==> src/rtl/stack_ctrl.sv <==
`default_nettype none
// ============================================================================
//  Module   : stack_ctrl
//  Purpose  : Two-port arbitrated push/pop sequencer for a small LIFO stack
//             backed by a single-port memory with one-cycle read latency.
//  Revision : 1.0
// ============================================================================
module stack_ctrl #(
   parameter int DW    = 4,
   parameter int DEPTH = 4,
   parameter int AW    = 2
) (
   input  logic          clk,
   input  logic          rst,
   input  logic          a_req,
   input  logic          a_op,
   input  logic [DW-1:0] a_wdata,
   output logic          a_gnt,
   output logic          a_done,
   output logic          a_err,
   output logic [DW-1:0] a_rdata,
   input  logic          b_req,
   input  logic          b_op,
   input  logic [DW-1:0] b_wdata,
   output logic          b_gnt,
   output logic          b_done,
   output logic          b_err,
   output logic [DW-1:0] b_rdata,
   output logic [AW-1:0] mem_addr,
   output logic          mem_we,
   output logic [DW-1:0] mem_wdata,
   input  logic [DW-1:0] mem_rdata,
   output logic [AW:0]   sp,
   output logic          empty,
   output logic          full,
   output logic          busy
);

   localparam logic [AW:0] FULL_SP = (AW+1)'(DEPTH);
   localparam logic [AW:0] ONE_SP  = (AW+1)'(1);

   typedef enum logic [1:0] {
      IDLE   = 2'd0,
      EXEC   = 2'd1,
      RDWAIT = 2'd2,
      DONE   = 2'd3
   } state_t;

   state_t        state, state_nx;
   logic [AW:0]   sp_nx, sp_inc, sp_dec;
   logic          sel_b, last_b, op_l, err_f, err_nx;
   logic [DW-1:0] data_l;
   logic          take, take_b;

   assign sp_inc = sp + ONE_SP;
   assign sp_dec = sp - ONE_SP;
   assign empty  = (sp == '0);
   assign full   = (sp == FULL_SP);
   assign busy   = (state != IDLE);

   always_comb begin
      state_nx  = state;
      sp_nx     = sp;
      err_nx    = err_f;
      take      = 1'b0;
      take_b    = 1'b0;
      a_gnt     = 1'b0;
      b_gnt     = 1'b0;
      a_done    = 1'b0;
      b_done    = 1'b0;
      a_err     = 1'b0;
      b_err     = 1'b0;
      mem_we    = 1'b0;
      mem_addr  = '0;
      mem_wdata = '0;
      case (state)
         IDLE: begin
            // B has priority except directly after a B grant, so A waits at most one B transaction
            if (a_req || b_req) begin
               take     = 1'b1;
               take_b   = b_req && (!a_req || !last_b);
               state_nx = EXEC;
            end
         end
         EXEC: begin
            a_gnt  = !sel_b;
            b_gnt  = sel_b;
            err_nx = 1'b0;
            if (!op_l) begin
               if (!full) begin
                  mem_we    = 1'b1;
                  mem_addr  = sp[AW-1:0];
                  mem_wdata = data_l;
                  sp_nx     = sp_inc;
               end else begin
                  err_nx = 1'b1;
               end
               state_nx = DONE;
            end else if (!empty) begin
               mem_addr = sp_dec[AW-1:0];
               sp_nx    = sp_dec;
               state_nx = RDWAIT;
            end else begin
               err_nx   = 1'b1;
               state_nx = DONE;
            end
         end
         RDWAIT: state_nx = DONE;
         DONE: begin
            a_done   = !sel_b;
            b_done   = sel_b;
            a_err    = !sel_b && err_f;
            b_err    = sel_b && err_f;
            state_nx = IDLE;
         end
         default: state_nx = IDLE;
      endcase
   end

   always_ff @(posedge clk or negedge rst) begin
      if (!rst) begin
         state   <= IDLE;
         sp      <= '0;
         err_f   <= 1'b0;
         sel_b   <= 1'b0;
         last_b  <= 1'b0;
         op_l    <= 1'b0;
         data_l  <= '0;
         a_rdata <= '0;
         b_rdata <= '0;
      end else begin
         state <= state_nx;
         sp    <= sp_nx;
         err_f <= err_nx;
         if (take) begin
            sel_b  <= take_b;
            last_b <= take_b;
            op_l   <= take_b ? b_op : a_op;
            data_l <= take_b ? b_wdata : a_wdata;
         end
         if (state == RDWAIT) begin
            if (sel_b) b_rdata <= mem_rdata;
            else       a_rdata <= mem_rdata;
         end
      end
   end

endmodule
`default_nettype wire

==> config.mk <==
export PLATFORM = sky130hd
export DESIGN_NAME = stack_ctrl
export DESIGN_NICKNAME = d
export VERILOG_FILES = /design/src/rtl/stack_ctrl.sv
export SDC_FILE = /design/constraint.sdc
export NUM_CORES = 1
export LEC_CHECK = 0
export BUFFER_PORTS_ARGS = -buffer_cell sky130_fd_sc_hd__buf_4
export CORE_MARGIN = 2
export CORE_UTILIZATION = 40
export DETAILED_ROUTE_END_ITERATION = 7
export PLACE_DENSITY = 0.77
export SLEW_MARGIN = 5
export SYNTH_ARGS = -nofsm -noshare
export SYNTH_HDL_FRONTEND = slang
export SYNTH_SLANG_ARGS = --single-unit
==> constraint.sdc <==
create_clock -name clk -period 1.9 [get_ports clk]
set_input_delay 0.095 -clock clk [delete_from_list [all_inputs] [get_ports clk]]
set_output_delay 0.095 -clock clk [all_outputs]
set_load 0.03 [all_outputs]
== Yosys cells after proc, flatten, opt, wreduce, memory -nomap -nowiden ==
Cells that the tools add are included.
Storage, ports and cells
  flip-flop bits (word level): 20
  input port bits: 18
  output and inout bits: 27
  logic and storage cells: 63
Cells by class
  add/sub/neg operators: 2
  equality and inequality tests: 7
  multiplexer cells: 32
  bitwise gates (word level): 1
  reductions and logical operators: 13
Operators by type and width (count)
  1-bit two-way mux: 19
  4-bit two-way mux: 4
  2-bit two-way mux: 5
  3-bit two-way mux: 3
  2-bit case mux with 4 select lines: 1
  2-bit equality test (second input constant): 2
  2-bit != test (second input constant): 2
  2-bit AND reduction: 2
  3-bit by 1-bit adder with 3-bit output (second input constant): 1
  3-bit equality test (second input constant): 1
  1-bit logical AND: 3
  3-bit zero test: 1
  3-bit AND reduction: 1
  3-bit by 1-bit subtractor with 3-bit output (second input constant): 1
  2-bit by 1-bit equality test with 1-bit output (second input constant): 1
  1-bit zero test: 2
  2-bit zero test: 1
  1-bit logical OR: 2
  2-bit by 1-bit != test with 1-bit output (second input constant): 1
  2-bit nonzero test: 1
  1-bit NOT: 1

== Depth between registers and ports, before layout ==
Gate-level depths: netlist of run 1.
  depth after elaboration: 6
  gate-level depth with buffers: 7

== Worst setup path after synthesis of run 1 ==
OpenSTA, ideal clock, no wires.
  path type: reg2out
  start point: reg sp[0]
  end point: out mem_addr[1]
  arrival: 1.753 ns
  setup slack: 0.052 ns
  cell stages (with the launch flop): 7
  path buffers: 0
  cells stage by stage: dfrtp_1 -> inv_1 -> ha_1 -> nand2_1 -> inv_1 -> o32ai_1 -> and2_1
On the way
  longest elaborated chain between the ends: 4
  elaborated cells between the ends (all ways): 7
Ends and longest elaborated chain
  from (decl): line 33  | output logic [AW:0] sp,
  from (signal assigned): line 133  | sp <= sp_nx;
  3-bit equality test: line 58  | assign full = (sp == FULL_SP);
  named net full: line 35  | output logic full,
  2-bit two-way mux: line 90  | if (!full) begin
  2-bit two-way mux: line 89  | if (!op_l) begin
  2-bit two-way mux: line 76  | case (state)
  to (decl): line 29  | output logic [AW-1:0] mem_addr,
The timed path passes the listed nets, and every way through them passes these cells.

== Worst setup path after layout of run 1 ==
  start point: reg sp[0]
  end point: out mem_addr[1]
On the way
  longest elaborated chain between the ends: 4
  elaborated cells between the ends (all ways): 7
Ends and longest elaborated chain
  3-bit by 1-bit subtractor with 3-bit output, or another cell as far along: line 56  | assign sp_dec = sp - ONE_SP;
  2-bit two-way mux, on equally long branches: line 99, 90
  2-bit two-way mux *: line 89
  2-bit two-way mux *: line 76
Mark *: on every way between the ends. The rest lies on a longest branch, timed or not.

==> impl_metrics.json, run 1 <==
{
  "synth_top_area_cell": "sky130_fd_sc_hd__dfrtp_1",
  "globalRouteTotalUtil_pct": 16.7,
  "synthesis.area_mm2": 0.00114,
  "worstPathArrival_ns": 1.68,
  "min_path_cells": 2,
  "finalCriticalPeriod_ns": 1.77,
  "p_sw_mw": 1.40,
  "start_kind": "flop",
  "core_region_area_mm2": 0.00273,
  "floorplan.die.width_um": 57.5,
  "number_of_antenna_violations_at_the_first_check_in_global_routing": 0,
  "crit_path_end_kind": "output port",
  "worstMarginPinSlew_ns": 1.07,
  "syn-num-nets": 140,
  "avgViaCountPerCell": 5.19,
  "synthCells": 115,
  "synth_sequential_area_ratio_pct": 43.7,
  "fin_worst_skew_ns": 0.00338,
  "die_ar_mm2": 0.00331,
  "num_vias": 992,
  "status": "finished, final reports clean",
  "worst_hold_startpoint": "mem_rdata[0]",
  "synth.ff_latch_count": 20,
  "reg2regPathDepth": 5,
  "clock.fmax_mhz": 564,
  "detail_route.wirelength_um": 2550,
  "antenna_left": 0,
  "synthTopCellsByArea": "sky130_fd_sc_hd__dfrtp_1 (44%), sky130_fd_sc_hd__mux2_2 (7.9%), sky130_fd_sc_hd__ha_1 (7.7%), sky130_fd_sc_hd__o21ai_0 (5.2%), sky130_fd_sc_hd__nand2_1 (5.2%)",
  "static-leakage-power_nw": 0.819,
  "via_count_of_the_first_global_routing_pass": 972,
  "drtPass1Iterations": 4,
  "post_drt_wl_per_cell_um": 13.4,
  "drc_errors": 0,
  "port_buffers": 44,
  "area.growth.synth_to_final_pct": 37.2,
  "die_y_um": 57.5,
  "clock_path_buffers": 2,
  "number_of_h_tree_branching_levels": 1,
  "grt_setup_unrepaired": "no",
  "slew_headroom_pct": 28.0,
  "power.share.sequential_pct": 27.2,
  "final_weighted_congestion_of_routability_driven_global_placement": 0.777,
  "netlist-cell-type-count": 30,
  "comb_power_share_pct": 61.2,
  "worst_path_class_setup": "flop to output port",
  "finalHoldViolations": 0,
  "finalMaxSlewViolations": 0,
  "cellPowerDensity_mw_per_mm2": 1920,
  "swShare_pct": 46.4,
  "setup_viol_count_final": 0,
  "yosysWarningCount": 0,
  "mean_instance_size_in_the_synthesized_netlist_um2": 9.96,
  "core.rowCount": 19,
  "initial_utilization_pct": 41.9,
  "rr_startpoint": "state[0]$_DFFE_PN0P_",
  "cts-root-buf": "sky130_fd_sc_hd__clkbuf_4",
  "fin_crit_sh_pct": 93.4,
  "setup-tns-final_ns": 0,
  "worstPathRequired_ns": 1.80,
  "critical_path_peak_fanout": 7,
  "critical_path.startpoint": "sp[0]$_DFFE_PN0P_",
  "place_hpwl_um": 1870,
  "gr-total-overflow": 0,
  "insertedDiodeCount": 0,
  "tritoncts_buffers": 3,
  "grt_max_degree": 21,
  "worst_skew_pair.late_latency_ns": 0.30,
  "cts_num_sinks": 20,
  "synth_largest_type_area_fraction_pct": 43.7,
  "fin_util_pct": 57.4,
  "num-nets-final": 186,
  "clk_pin_slew_ns": 0.12,
  "power_frac_clock_pct": 11.6,
  "maxCapViolCount": 0,
  "dr.first_iter.drc_count": 28,
  "internal_power_mw": 1.61,
  "buffers_inserted_by_post_cts_timing_repair": 0,
  "worst_hold_path_type": "input port to flop",
  "worst_ir_drop_vdd_mv": 1.21,
  "i_o_pin_cnt": 45,
  "tritoncts": "yes",
  "ratio_of_cells_with_drive_above_1_in_the_final_layout_pct": 39.4,
  "wire_length_of_the_first_global_routing_pass_um": 4310
}
==> synth_stat cells <==
master / count
sky130_fd_sc_hd__xnor2_1: 1
sky130_fd_sc_hd__nand2_1: 16
sky130_fd_sc_hd__nand4b_1: 1
sky130_fd_sc_hd__nor2b_1: 3
sky130_fd_sc_hd__or3_1: 1
sky130_fd_sc_hd__and3_1: 5
sky130_fd_sc_hd__clkbuf_1: 1
sky130_fd_sc_hd__o21ai_0: 12
sky130_fd_sc_hd__and2_1: 6
sky130_fd_sc_hd__nand2b_4: 1
sky130_fd_sc_hd__mux2_2: 8
sky130_fd_sc_hd__buf_2: 3
sky130_fd_sc_hd__nand3_1: 3
sky130_fd_sc_hd__buf_6: 1
sky130_fd_sc_hd__nand3_2: 1
sky130_fd_sc_hd__o21a_1: 1
sky130_fd_sc_hd__nand3b_1: 1
sky130_fd_sc_hd__ha_1: 7
sky130_fd_sc_hd__mux2i_1: 5
sky130_fd_sc_hd__dfrtp_1: 20
sky130_fd_sc_hd__o211ai_1: 1
sky130_fd_sc_hd__and2b_1: 1
sky130_fd_sc_hd__xor2_1: 1
sky130_fd_sc_hd__o21ai_1: 1
sky130_fd_sc_hd__o2bb2ai_1: 1
sky130_fd_sc_hd__a211oi_1: 1
sky130_fd_sc_hd__o32ai_1: 1
sky130_fd_sc_hd__a21oi_1: 2
sky130_fd_sc_hd__inv_1: 8
sky130_fd_sc_hd__o31ai_1: 1
==> power by group through the flow <==
stage | combinational, mW | sequential, mW | clock (mW)
2_1_floorplan | 1.04 | 0.990 | 0
3_3_place_gp | 1.72 | 0.805 | 0
3_5_place_dp | 1.77 | 0.822 | 0
4_1_cts | 1.82 | 0.815 | 0.352
5_1_grt | 2.01 | 0.856 | 0.378
6_report | 1.84 | 0.820 | 0.349
==> stage by stage <==
stage          std cells  hold slack (ns)  cell area (µm²)  worst slack, ns  power [mW]
6_report             191           0.0290             1570            0.125        3.01
5_1_grt              191          0.00898             1570           0.0238        3.24
4_1_cts              191           0.0229             1560           0.0140        2.99
3_5_place_dp         186         -0.00815             1490            0.219        2.60
3_3_place_gp         186          -0.0145             1490            0.276        2.53
2_1_floorplan        115           -0.201             1140           0.0525        2.03
==> final timing paths <==
| kind | end | slack [ns] |
|---|---|---|
| hold reg to reg | data_l[2]$_DFFE_PN0P_ | 0.48 |
| min in group asynchronous | sp[2]$_DFFE_PN0P_ | 0.20 |
| max in group asynchronous | state[1]$_DFFE_PN0P_ | 1.49 |
| setup / recovery | mem_addr[1] | 0.13 |
| hold / removal | b_rdata[0]$_DFFE_PN0P_ | 0.03 |
| setup reg to reg | op_l$_DFFE_PN0P_ | 0.27 |
==> worst max-delay path: stages (launching register included) <==
cell and delay [ns]:
sky130_fd_sc_hd__dfrtp_1 0.45, sky130_fd_sc_hd__inv_2 0.13, sky130_fd_sc_hd__ha_4 0.20, sky130_fd_sc_hd__nand2b_4 0.07
sky130_fd_sc_hd__nand2_1 0.12, sky130_fd_sc_hd__o32ai_1 0.09, sky130_fd_sc_hd__and2_1 0.16, sky130_fd_sc_hd__buf_4 0.16
==> cell families after synthesis <==
group	share of synthesized area, %
compound gates	10.7
xor+xnor	1.53
fa+ha+maj	7.65
buf+inv	5.25
flops	43.7
mux	12.2
simple gates	18.9
==> sequential cells by signal, indices dropped and copies added (netlist names) <==
signal	flops
a_rdata	4
b_rdata	4
data_l	4
err_f	1
last_b	1
op_l	1
sp	3
state	2
==> placed cells by master, fill, tap and decap left out, types with 5 or more instances in the layout <==
master / count
sky130_fd_sc_hd__and2_1: 6
sky130_fd_sc_hd__and3_1: 5
sky130_fd_sc_hd__buf_4: 45
sky130_fd_sc_hd__dfrtp_1: 20
sky130_fd_sc_hd__ha_1: 6
sky130_fd_sc_hd__inv_1: 6
sky130_fd_sc_hd__mux2_2: 8
sky130_fd_sc_hd__mux2i_1: 5
sky130_fd_sc_hd__nand2_1: 16
sky130_fd_sc_hd__o21ai_0: 12
==> cell type report <==
class	count	area (µm²)
clock inverter	1	30.0
fill	239	1160
clock buffer	3	22.5
tap	31	38.8
timing repair buffer	46	348
inverter	8	30.0
sequential	20	500
multi-input combinational	82	601
==> what timing repair did <==
action                                  in CTS  in global routing
endpoints found under the setup margin       7                  7
gates resized for setup                      2                  3
pin swaps                                    0                  0
hold buffers                                 1                  0
endpoints found under the hold margin       20                  0
==> metal layers <==
layer	wire [µm]	vias to the layer above	GRT usage [%]
met1	1040	473	19.7
met2	1340	33	29.9
met3	155	2	3.17
met4	17	0	5.98
met5	0	-	0
li1	-	484	-
Power figures use the tool's default switching activity.
==> inputs of run 2 (changes only) <==
- RECOVER_POWER: default -> 50
==> run 2 against run 1 <==
Combinational power shrank 5%. Global-route usage stayed put. Non-clock buffer count unchanged. Wire length increased by 0.43%. Via count rose by 0.20%. Core utilization shrank 1.6 points. Register-to-register slack about the same. Fmax about the same. Highest routed layer unchanged.
==> impl_metrics.json, run 2 (synthesis gave the netlist of run 1 again) <==
{
  "antenna_left": 0,
  "finalCriticalPeriod_ns": 1.78,
  "core_region_area_mm2": 0.00273,
  "dr.first_iter.drc_count": 31,
  "worst_skew_pair.late_latency_ns": 0.30,
  "area.growth.synth_to_final_pct": 33.2,
  "cts-root-buf": "sky130_fd_sc_hd__clkbuf_4",
  "clk_pin_slew_ns": 0.12,
  "fin_crit_sh_pct": 93.4,
  "worst_ir_drop_vdd_mv": 1.09,
  "layoutNonFillerInstCount": 191,
  "timing.critical_path.slowest_stage_cell": "sky130_fd_sc_hd__dfrtp_1",
  "power.share.sequential_pct": 28.1,
  "worstPathArrival_ns": 1.68,
  "die_y_um": 57.5,
  "core.rowCount": 19,
  "layout_top_registers": "a_rdata (4), b_rdata (4), data_l (4)",
  "maxCapViolCount": 0,
  "comb_power_share_pct": 60.0,
  "worstMarginPinSlew_ns": 1.10,
  "post_drt_wl_per_cell_um": 13.4,
  "status": "finished, final reports clean",
  "fin_worst_skew_ns": 0.00240,
  "i_o_pin_cnt": 45,
  "most-common-layout-cells": "sky130_fd_sc_hd__buf_4 (33), sky130_fd_sc_hd__dfrtp_1 (20), sky130_fd_sc_hd__nand2_1 (16)",
  "setup-tns-final_ns": 0,
  "finalHoldViolations": 0,
  "wire_length_of_the_first_global_routing_pass_um": 4310,
  "crit_buf_inv": 2,
  "detail_route.wirelength_um": 2570,
  "place_hpwl_um": 1870,
  "via_count_of_the_first_global_routing_pass": 972,
  "grt_max_degree": 21,
  "floorplan.die.width_um": 57.5,
  "gr-total-overflow": 0,
  "p_sw_mw": 1.40,
  "tritoncts": "yes",
  "pre_cts_slack_ns": 0.219,
  "use_met2_pct": 29.9,
  "timing.critical_path.max_delay_family": "flip-flops",
  "worst_path_class_setup": "flop to output port",
  "insertedDiodeCount": 0,
  "setup_viol_count_final": 0,
  "num_vias": 994,
  "crit_path_end_kind": "output port",
  "worst_hold_startpoint": "mem_rdata[0]",
  "critical_path_peak_fanout": 7,
  "die_ar_mm2": 0.00331,
  "worst_hold_path_type": "input port to flop",
  "worstPathRequired_ns": 1.80,
  "timing.critical_path.slowest_cell_delay_ns": 0.45,
  "cts_num_sinks": 20,
  "initial_utilization_pct": 41.9,
  "number_of_h_tree_branching_levels": 1,
  "place_inst": 186,
  "globalRouteTotalUtil_pct": 16.7,
  "tritoncts_buffers": 3,
  "grt_setup_unrepaired": "no",
  "ratio_of_cells_with_drive_above_1_in_the_final_layout_pct": 31.9,
  "layout.cells.most_common": "sky130_fd_sc_hd__buf_4",
  "power_frac_clock_pct": 12.0,
  "swShare_pct": 48.0,
  "dpl-instance-area_mm2": 0.00149,
  "final_weighted_congestion_of_routability_driven_global_placement": 0.777,
  "avgViaCountPerCell": 5.20,
  "p_total_mw": 2.92,
  "fin_util_pct": 55.8,
  "drc_errors": 0,
  "critical_path.startpoint": "sp[0]$_DFFE_PN0P_",
  "port_buffers": 44,
  "num-nets-final": 186,
  "rr_startpoint": "state[0]$_DFFE_PN0P_",
  "grtUsageMet3_pct": 3.17,
  "final_design_area_no_fill_mm2": 0.00153,
  "global_route.usage.met1_pct": 19.7,
  "start_kind": "flop",
  "finalMaxSlewViolations": 0,
  "clock.fmax_mhz": 563,
  "static-leakage-power_nw": 0.775,
  "path_cells": "inv_2, ha_4, nand2b_4, nand2_1, o32ai_1, and2_1, buf_4",
  "internal_power_mw": 1.52,
  "busiest_layer": "met2",
  "cellPowerDensity_mw_per_mm2": 1910,
  "slew_headroom_pct": 26.8,
  "hold-worst-slack_ns": 0.0285,
  "number_of_antenna_violations_at_the_first_check_in_global_routing": 0,
  "timing.final.ws_setup_ns": 0.124,
  "clock_path_buffers": 2,
  "drtPass1Iterations": 4
}
## run 2: changes by cell type in the layout (fill, tap and decap cells not counted), sizes merged
| cell | previous run | this run |
|---|---|---|
| buf | 45 | 33 |
| clkbuf | 3 | 15 |
## run 2: final timing paths
check                           slack [ns]  depth (start not counted)                      to
worst max-delay path                  0.12                          7             mem_addr[1]
worst min-delay path                  0.03                          2  b_rdata[0]$_DFFE_PN0P_
worst max register to register        0.27                          5        op_l$_DFFE_PN0P_
worst min register to register        0.48                          2   data_l[2]$_DFFE_PN0P_
max in group asynchronous             0.74                          2    state[1]$_DFFE_PN0P_
min in group asynchronous             0.51                          2       sp[2]$_DFFE_PN0P_
## run 2: layout make-up
cell class / count / area, µm²
Sequential cell: 20 / 500
Clock inverter: 1 / 30.0
Clock buffer: 3 / 22.5
Tap cell: 31 / 38.8
Timing Repair Buffer: 46 / 303
Inverter: 8 / 30.0
Fill cell: 253 / 1210
Multi-Input combinational cell: 82 / 601
## run 2: worst reg2reg max path, delay by kind of cell, from the launching register on
family / cells / cell delay [ns]
buf+inv: 1 / 0.12
flops: 1 / 0.44
compound gates: 2 / 0.50
fa+ha+maj: 1 / 0.24
simple gates: 1 / 0.18
## run 2: routing by layer
metal / share of wire (%) / vias to the layer above
met5: 0 / -
met4: 0.66 / 0
met3: 5.5 / 2
met2: 52 / 33
met1: 41 / 475
li1: - / 484
## run 2: repair_timing
item / CTS / global route
gates resized for setup: 2 / 3
endpoints found under the hold margin: 20 / 0
cloned: 0 / 0
setup endpoints to repair: 7 / 7
hold buffers: 1 / 0
buffers inserted: 0 / 0
## run 2: power by group through the flow
stage	sequential [mW]	combinational (mW)	clock (mW)
global route	0.855	1.91	0.378
global placement	0.805	1.72	0
CTS	0.815	1.82	0.352
finish	0.819	1.75	0.349
detailed placement	0.822	1.77	0
floorplan	0.990	1.04	0
==> inputs of run 3 (changes only) <==
- CAP_MARGIN: default -> 5
- clock period: 1.9 -> 1.8 ns (I/O delays scaled with it)
==> run 3 against run 2 <==
Core utilization is 3.3 points higher. Worst hold slack worse by 0.017 ns. Sequential power is 7.0% higher. Die area stayed put. Sequential share of layout area is 1.7 points lower. Sequential cell count stayed put. Global-route usage is 0.44 points lower. Clock skew is 0.0052 ns higher. Via count is 1.0% lower. Register-to-register slack hardly changed. Clock-buffer cell count stayed put.
==> impl_metrics.json, run 3 (synthesis gave the netlist of run 1 again) <==
{
  "avgViaCountPerCell": 5.02,
  "core_region_area_mm2": 0.00273,
  "clock.fmax_mhz": 570,
  "multi_input_comb_area_um2": 631,
  "status": "finished, final reports clean",
  "worstPathRequired_ns": 1.71,
  "finalHoldViolations": 0,
  "via_count_of_the_first_global_routing_pass": 927,
  "clock_path_buffers": 2,
  "p_sw_mw": 1.53,
  "min_path_cells": 2,
  "worst_skew_pair.late_latency_ns": 0.31,
  "die_ar_mm2": 0.00331,
  "num_vias": 984,
  "final_weighted_congestion_of_routability_driven_global_placement": 0.822,
  "reg2regPathDepth": 4,
  "dr.first_iter.drc_count": 11,
  "rr_startpoint": "state[0]$_DFFE_PN0P_",
  "number_of_h_tree_branching_levels": 1,
  "cellPowerDensity_mw_per_mm2": 2010,
  "critical_path.startpoint": "sp[0]$_DFFE_PN0P_",
  "fin_crit_sh_pct": 97.4,
  "internal_power_mw": 1.72,
  "worstMarginPinSlew_ns": 1.08,
  "clk_pin_slew_ns": 0.13,
  "place_hpwl_um": 1900,
  "most-common-layout-cells": "sky130_fd_sc_hd__buf_4 (40), sky130_fd_sc_hd__dfrtp_1 (18), sky130_fd_sc_hd__nand2_1 (15)",
  "finalCriticalPeriod_ns": 1.75,
  "fillers": 228,
  "maxCapViolCount": 0,
  "cts-root-buf": "sky130_fd_sc_hd__clkbuf_4",
  "worst_hold_path_type": "input port to flop",
  "number_of_antenna_violations_at_the_first_check_in_global_routing": 0,
  "wire_length_of_the_first_global_routing_pass_um": 4180,
  "globalRouteTotalUtil_pct": 16.2,
  "critical_path.reg2reg.endpoint": "a_rdata[1]$_DFFE_PN0P_",
  "finalMaxSlewViolations": 0,
  "antenna_left": 0,
  "setup_viol_count_final": 0,
  "num-nets-final": 191,
  "worst_path_class_setup": "flop to output port",
  "pre_cts_slack_ns": 0.143,
  "swShare_pct": 47.1,
  "drtPass1Iterations": 5,
  "reg2reg_slack_ns": 0.27,
  "grt_setup_unrepaired": "yes",
  "post_drt_wl_per_cell_um": 13.7,
  "timing.final.ws_setup_ns": 0.0463,
  "ratio_of_cells_with_drive_above_1_in_the_final_layout_pct": 39.4,
  "gr-total-overflow": 0,
  "start_kind": "flop",
  "insertedDiodeCount": 0,
  "tritoncts": "yes",
  "detail_route.wirelength_um": 2690,
  "layout_top_registers": "a_rdata (4), b_rdata (4), data_l (4)",
  "grt_max_degree": 21,
  "min_to": "b_rdata[1]$_DFFE_PN0P_",
  "comb_power_share_pct": 61.4,
  "static-leakage-power_nw": 0.814,
  "core.rowCount": 19,
  "worst_ir_drop_vdd_mv": 1.04,
  "worstPathArrival_ns": 1.66,
  "crit_path_end_kind": "output port",
  "initial_utilization_pct": 41.9,
  "worst_hold_startpoint": "mem_rdata[1]",
  "hold-worst-slack_ns": 0.0112,
  "layout.cells.most_common": "sky130_fd_sc_hd__buf_4",
  "register_area_um2": 503,
  "fin_worst_skew_ns": 0.00759,
  "tritoncts_buffers": 3,
  "i_o_pin_cnt": 45,
  "area.growth.synth_to_final_pct": 41.1,
  "power_frac_clock_pct": 11.6,
  "die_y_um": 57.5,
  "cts_num_sinks": 20,
  "slew_headroom_pct": 27.9,
  "critical_path_peak_fanout": 7,
  "power.share.sequential_pct": 27.0,
  "floorplan.die.width_um": 57.5,
  "port_buffers": 44,
  "drc_errors": 0
}
run 3: changes by cell type in the layout (fill, tap and decap cells not counted), sizes merged:
cell,change
buf,+7
clkbuf,-4
dlygate4sd3,+2
run 3: power by group through the flow:
stage          clock (mW)  sequential, mW  combinational (mW)
2_1_floorplan           0            1.05                1.09
3_3_place_gp            0           0.855                1.82
3_5_place_dp            0           0.871                1.87
4_1_cts             0.381           0.865                1.94
5_1_grt             0.404           0.911                2.17
6_report            0.378           0.876                2.00
run 3: timing repair:
action | 4_1_cts | 5_1_grt
setup endpoints to repair | 9 | 7
hold buffers | 1 | 2
gates resized for setup | 5 | 8
hold endpoints to repair | 20 | 3
setup buffers | 0 | 3
run 3: worst max-delay path by stage:
stage / to / cells past startpoint
after floorplan: mem_addr[1] / 6
after global placement: mem_wdata[3] / 5
after detailed placement: mem_wdata[2] / 5
after CTS: mem_addr[1] / 7
after global routing: mem_addr[0] / 7
final: mem_addr[1] / 7
run 3: layout make-up:
type / instances / share of cell area [%]
Clock buffer: 3 / 1.39
Tap cell: 31 / 2.40
Timing Repair Buffer: 51 / 22.3
Clock inverter: 1 / 1.86
Inverter: 8 / 1.86
Multi-Input combinational cell: 82 / 39.0
Sequential cell: 20 / 31.1
run 3: worst max-delay path, cell delays in order (launching register included):
cell                       delay, ns
sky130_fd_sc_hd__dfrtp_2        0.44
sky130_fd_sc_hd__inv_2          0.12
sky130_fd_sc_hd__ha_4           0.21
sky130_fd_sc_hd__nand2b_4       0.08
sky130_fd_sc_hd__nand2_4        0.09
sky130_fd_sc_hd__o32ai_2        0.08
sky130_fd_sc_hd__and2_1         0.17
sky130_fd_sc_hd__buf_4          0.17
run 3: per-layer routing:
metal  vias up  share of wire (%)  GRT usage [%]
li1        491                  -              -
met1       463                 43           20.9
met2        26                 50           25.6
met3         4                5.1           3.17
met4         0                1.4           8.64
met5         -                  0              0
run 3: metrics by stage:
step / cell area, µm² / total power, mW / util [%] / TNS, ns / instances
final: 1620 / 3.25 / 59.1 / 0 / 196
after global routing: 1620 / 3.48 / 59.1 / -0.0666 / 196
after CTS: 1570 / 3.18 / 57.6 / 0 / 191
after detailed placement: 1490 / 2.74 / 54.6 / 0 / 186
after global placement: 1490 / 2.68 / 54.6 / 0 / 186
after floorplan: 1150 / 2.14 / - / 0 / 115
